`src/rtl/mem_access_stage.sv`:
```
// ============================================================================
// mem_access_stage : RV64 memory-access stage. Single-outstanding dmem port,
//   load extension, ready/valid on both sides. Optional MEM_MISALIGN_TRAP_EN.
// Revision: 1.0 - initial release
// ============================================================================
`default_nettype none

module mem_access_stage #(
  parameter int XLEN         = 64,
  parameter int OP_WIDTH     = 12,
  parameter int OP_LOAD_BIT  = 1,
  parameter int OP_STORE_BIT = 2
) (
  input  logic                clk_i,
  input  logic                rst_i,
  input  logic                E_valid_i,
  output logic                M_ready_o,
  input  logic [XLEN-1:0]     E_valE_i,
  input  logic [XLEN-1:0]     D_rs2_data_i,
  input  logic [OP_WIDTH-1:0] F_epcode_i,
  input  logic [2:0]          F_mem_op_i,
  output logic                M_valid_o,
  input  logic                W_ready_i,
  output logic [XLEN-1:0]     M_valM_o,
  output logic                M_misalign_o,
  output logic                dmem_req_o,
  output logic                dmem_we_o,
  output logic [XLEN-1:0]     dmem_addr_o,
  output logic [XLEN-1:0]     dmem_wdata_o,
  output logic [7:0]          dmem_wstrb_o,
  input  logic                dmem_gnt_i,
  input  logic                dmem_rvalid_i,
  input  logic [XLEN-1:0]     dmem_rdata_i
);

`ifdef MEM_MISALIGN_TRAP_EN
  localparam logic TRAP_EN = 1'b1;
`else
  localparam logic TRAP_EN = 1'b0;
`endif

  typedef enum logic [1:0] {S_IDLE = 2'd0, S_REQ = 2'd1, S_RESP = 2'd2, S_DONE = 2'd3} state_t;

  state_t          state_q;
  logic            valid_q;
  logic [XLEN-1:0] valM_q;
  logic            req_q;
  logic            we_q;
  logic            is_load_q;
  logic [XLEN-1:0] addr_q;
  logic [XLEN-1:0] data_q;
  logic [2:0]      funct3_q;

  logic            is_load;
  logic            is_store;
  logic            mem_op;
  logic            misaligned;
  logic [2:0]      low_mask;
  logic [XLEN-1:0] addr_eff;
  logic            accept;
  logic [XLEN-1:0] lane;
  logic [XLEN-1:0] load_ext;
  logic [XLEN-1:0] store_rep;
  logic [7:0]      strobe_base;
  logic            w_unused;

  assign is_load  = F_epcode_i[OP_LOAD_BIT];
  assign is_store = F_epcode_i[OP_STORE_BIT];
  assign mem_op   = is_load | is_store;
  assign w_unused = ^F_epcode_i;

  always_comb begin
    low_mask   = 3'b000;
    misaligned = 1'b0;
    case (F_mem_op_i[1:0])
      2'b01:   begin low_mask = 3'b001; misaligned = E_valE_i[0]; end
      2'b10:   begin low_mask = 3'b011; misaligned = |E_valE_i[1:0]; end
      2'b11:   begin low_mask = 3'b111; misaligned = |E_valE_i[2:0]; end
      default: begin low_mask = 3'b000; misaligned = 1'b0; end
    endcase
  end

  // Without the trap, misaligned accesses are forced down to size alignment.
  assign addr_eff = {E_valE_i[XLEN-1:3], E_valE_i[2:0] & ~low_mask};

  assign M_ready_o = (state_q == S_IDLE) || ((state_q == S_DONE) && W_ready_i);
  assign accept    = E_valid_i && M_ready_o;

  assign lane = dmem_rdata_i >> {addr_q[2:0], 3'b000};

  always_comb begin
    load_ext = lane;
    case (funct3_q)
      3'b000:  load_ext = {{(XLEN-8){lane[7]}},   lane[7:0]};
      3'b001:  load_ext = {{(XLEN-16){lane[15]}}, lane[15:0]};
      3'b010:  load_ext = {{(XLEN-32){lane[31]}}, lane[31:0]};
      3'b100:  load_ext = {{(XLEN-8){1'b0}},      lane[7:0]};
      3'b101:  load_ext = {{(XLEN-16){1'b0}},     lane[15:0]};
      3'b110:  load_ext = {{(XLEN-32){1'b0}},     lane[31:0]};
      default: load_ext = lane;
    endcase
  end

  always_comb begin
    store_rep   = data_q;
    strobe_base = 8'hFF;
    case (funct3_q[1:0])
      2'b00:   begin store_rep = {8{data_q[7:0]}};  strobe_base = 8'h01; end
      2'b01:   begin store_rep = {4{data_q[15:0]}}; strobe_base = 8'h03; end
      2'b10:   begin store_rep = {2{data_q[31:0]}}; strobe_base = 8'h0F; end
      default: begin store_rep = data_q;            strobe_base = 8'hFF; end
    endcase
  end

  assign dmem_req_o   = req_q;
  assign dmem_we_o    = we_q;
  assign dmem_addr_o  = {addr_q[XLEN-1:3], 3'b000};
  assign dmem_wdata_o = store_rep << {addr_q[2:0], 3'b000};
  assign dmem_wstrb_o = we_q ? (strobe_base << addr_q[2:0]) : 8'h00;
  assign M_valid_o    = valid_q;
  assign M_valM_o     = valM_q;

  always_ff @(posedge clk_i or posedge rst_i) begin
    if (rst_i) begin
      state_q   <= S_IDLE;
      valid_q   <= 1'b0;
      valM_q    <= '0;
      req_q     <= 1'b0;
      we_q      <= 1'b0;
      is_load_q <= 1'b0;
      addr_q    <= '0;
      data_q    <= '0;
      funct3_q  <= 3'b000;
    end else if (accept) begin
      if (mem_op && !(TRAP_EN && misaligned)) begin
        state_q   <= S_REQ;
        valid_q   <= 1'b0;
        req_q     <= 1'b1;
        we_q      <= !is_load;
        is_load_q <= is_load;
        addr_q    <= addr_eff;
        data_q    <= D_rs2_data_i;
        funct3_q  <= F_mem_op_i;
      end else begin
        state_q <= S_DONE;
        valid_q <= 1'b1;
        valM_q  <= E_valE_i;
      end
    end else begin
      case (state_q)
        S_REQ: begin
          if (dmem_gnt_i) begin
            req_q <= 1'b0;
            we_q  <= 1'b0;
            if (is_load_q) begin
              state_q <= S_RESP;
            end else begin
              state_q <= S_DONE;
              valid_q <= 1'b1;
              valM_q  <= '0;
            end
          end
        end
        S_RESP: begin
          if (dmem_rvalid_i) begin
            state_q <= S_DONE;
            valid_q <= 1'b1;
            valM_q  <= load_ext;
          end
        end
        S_DONE: begin
          if (W_ready_i) begin
            state_q <= S_IDLE;
            valid_q <= 1'b0;
          end
        end
        default: state_q <= S_IDLE;
      endcase
    end
  end

`ifdef MEM_MISALIGN_TRAP_EN
  logic misalign_q;

  // Only a trapped access ever sets the flag, and it goes straight to DONE.
  always_ff @(posedge clk_i or posedge rst_i) begin
    if (rst_i) begin
      misalign_q <= 1'b0;
    end else if (accept) begin
      misalign_q <= mem_op && misaligned;
    end
  end

  assign M_misalign_o = misalign_q;
`else
  assign M_misalign_o = 1'b0;
`endif

endmodule

`default_nettype wire

```
`config.mk`:
```
export PLATFORM = sky130hd
export DESIGN_NAME = mem_access_stage
export DESIGN_NICKNAME = d
export VERILOG_FILES = /design/src/rtl/mem_access_stage.sv
export SDC_FILE = /design/constraint.sdc
export NUM_CORES = 1
export LEC_CHECK = 0
export ABC_CLOCK_PERIOD_IN_PS = 7720
export CAP_MARGIN = 15
export CORE_ASPECT_RATIO = 1.75
export CORE_MARGIN = 5
export CORE_UTILIZATION = 48
export DETAILED_ROUTE_END_ITERATION = 8
export GPL_TIMING_DRIVEN = 0
export PLACE_DENSITY_LB_ADDON = 0.12
export SLEW_MARGIN = 40
export SYNTH_ARGS = -nofsm -noshare
export SYNTH_HDL_FRONTEND = slang
export SYNTH_SLANG_ARGS = --single-unit
export TNS_END_PERCENT = 50
```
`constraint.sdc`:
```
create_clock -name clk_i -period 7.72 [get_ports clk_i]
set_input_delay 0.772 -clock clk_i [delete_from_list [all_inputs] [get_ports clk_i]]
set_output_delay 0.772 -clock clk_i [all_outputs]
set_load 0.1 [all_outputs]
```
==> results.toml <==
[global_route]
grt-ovfl-total = 0
track_usage_pct = 38.6
grt_pass1_wl_mm = 89.4
antenna_found_initial = 10
grt_max_degree = 85
grt_pass1_vias = 14000

[setup_path]
r2r_start = "addr_q[0]"
setup.worst_path.start = "addr_q[2]"
crit_arrival_ns = 3.96
critPathLaunchType = "flop"
cp.required_ns = 6.95
cp_max_fo = 10
cp-end-kind = "primary output"
worstSetupPathType = "flop to primary output"

[placed_design]
dpl.hpwl_mm = 49.3
gp_congestion = 1.02
place_area_sq_um = 16900
port_buffers = 403
dp_cells = 2119

[clocking]
cts-resized-gates = 0
htree_levels = 1
clock_sinks = 201
clockRootBuffer = "clkbuf_16"
clk_path_buf_depth = 3
cts_tree = "built"
clk_latency_ns = 0.52
cts_setup_buffers = 0
cts_inserted_buffers = 20
path_clk_slew_ns = 0.07
postCtsHoldBufs = 0

[sta]
finClkSkew_ns = 0.00903
setup_violations = 0
min_period_over_period_pct = 61.3
rsz0062_at_grt = "false"
fmax_mhz = 211
slew_viol_final = 0
tightest_slew_ns = 0.878
hold_viol = 0
post-route-min-period_ns = 4.74
max-slew-margin-rel_pct = 41.5

[logic_synthesis]
ys_seq_elements = 201
syn_area_per_cell_sq_um = 9.92
synth_edf_count = 0
postSynth.asyncResetShare_pct = 100
synthFlopType = "dfrtp_1"
seq_area_frac_synth_pct = 37.8
yosys_warnings = 0
synth_area_sq_um = 13300
synth.distinct_cells = 63
synthCells = 1341

[job]
maxCapViolations = 0

[die]
initial_utilization_pct = 48.7
chipWidth_microns = 136
rows = 80
io_pins = 418
die_y_microns = 230
core-area_sq_um = 27300
dieArea_sq_um = 31300

[layout]
syn_to_final_growth_pct = 31.8
nets = 1989
layoutNonFillerInstCount = 2160
fin_util_pct = 64.2
drive_gt1_share_pct = 31.2
final_area_sq_um = 17500

[run_status]
outcome = "completed"

[detailed_routing]
routed_wl_mm = 62.4
drc = 0
drt_first_iter_violations = 1132
wire_per_inst_microns = 28.9
vias = 13500
dr.pass1.iters = 6
ant_nets = 0
viasPerCell = 6.24

[hold_path]
min_path_type = "flop to flop"
hold_start = "M_valM_o[1]"
[critical path: stages (launching register included)]
cell      delay, ns
dfrtp_1        0.39
buf_4          0.18
inv_2          0.12
buf_2          0.31
clkbuf_1       0.55
buf_1          0.73
nand2_1        0.22
a211oi_1       0.42
buf_2          0.51
[final cells by class]
cell class / instances / area, sq um
Fill cell: 2273 / 9790
Inverter: 14 / 60.1
Clock buffer: 30 / 609
Clock inverter: 3 / 21.3
Antenna cell: 8 / 20.0
Buffer: 193 / 1050
Sequential cell: 201 / 5030
Timing Repair Buffer: 406 / 3090
Tap cell: 369 / 462
Multi-Input combinational cell: 936 / 7200
[Yosys cell counts, drive strengths merged, types with 7 or more instances]
cell	number	share of area, %
a211oi	10	0.56
a21oi	83	3.1
a221oi	8	0.53
a22oi	66	3.7
a2bb2oi	20	1.3
a31oi	13	0.61
and2	21	1.0
buf	116	5.7
clkbuf	77	2.2
dfrtp	201	38
inv	13	0.37
mux2	165	14
mux2i	107	8.1
mux4	18	3.0
nand2	99	2.8
nand2b	7	0.33
nand3	10	0.38
nor2	79	2.2
o211ai	17	0.96
o21a	13	0.73
o21ai	66	2.7
o221ai	11	0.72
o22ai	22	1.0
o31ai	23	1.7
or3	10	0.47
[final timing paths]
check | end | slack, ns | cells past startpoint
hold / removal | M_valM_o[1] | 0.48 | 2
hold reg to reg | M_valM_o[1] | 0.48 | 2
min in group asynchronous | addr_q[14] | 0.68 | 2
max in group asynchronous | data_q[12] | 6.25 | 3
setup reg to reg | M_valM_o[14] | 4.61 | 7
setup / recovery | dmem_wstrb_o[2] | 2.98 | 8
[cell usage in the layout, fill, tap and decap left out, types with 11 or more instances in the layout]
cell	instances
mux2_2	165
o221ai_1	11
clkbuf_1	77
o22ai_1	22
o21ai_0	55
buf_1	12
o21a_1	13
o31ai_1	12
dfrtp_1	201
nor2_1	79
mux2i_1	107
o31ai_2	11
and2_1	18
o211ai_1	17
clkdlybuf4s50_1	202
a31oi_1	13
inv_1	11
nand2_1	99
clkbuf_16	21
mux4_2	18
buf_4	68
a21oi_1	82
a22oi_1	66
buf_2	235
a2bb2oi_1	20
[cell families (layout without fill, tap and decap cells)]
family / Yosys count / in the layout / share of synthesized area [%]
other: 1 / 12 / 0.0282
AOI/OAI and AO/OA: 378 / 378 / 19.6
and+or+nand+nor: 260 / 260 / 8.83
adders and majority gates: 4 / 4 / 0.376
buffers and inverters: 207 / 646 / 8.24
muxes: 290 / 290 / 25.1
DFF: 201 / 201 / 37.8
[sequential cells by signal (all words and copies together), names as in the netlist]
name	count
is_load_q	1
M_valid_o	1
dmem_we_o	1
state_q	2
data_q	64
dmem_req_o	1
M_valM_o	64
addr_q	64
funct3_q	3
[per-layer routing]
| layer | GRT usage, % | up-vias | routed length [microns] |
|---|---|---|---|
| met2 | 69.3 | 839 | 31700 |
| met1 | 38.6 | 6579 | 19900 |
| li1 | - | 5771 | - |
| met4 | 30.3 | 4 | 6240 |
| met3 | 6.61 | 295 | 4530 |
| met5 | 0 | - | 23 |
[through the flow]
| stage | hold WS (ns) | TNS [ns] | setup WS (ns) |
|---|---|---|---|
| after CTS | 0.480 | 0 | 3.17 |
| after global routing | 0.514 | 0 | 3.06 |
| after detailed placement | 0.466 | 0 | 3.74 |
| after floorplan | 0.472 | 0 | 1.47 |
| after global placement | 0.464 | -153.74 | -0.804 |
| final | 0.482 | 0 | 2.98 |
Power is left out: the tool's default activity adds up to more than one toggle a clock period on the data nets, which glitch-free logic cannot reach.
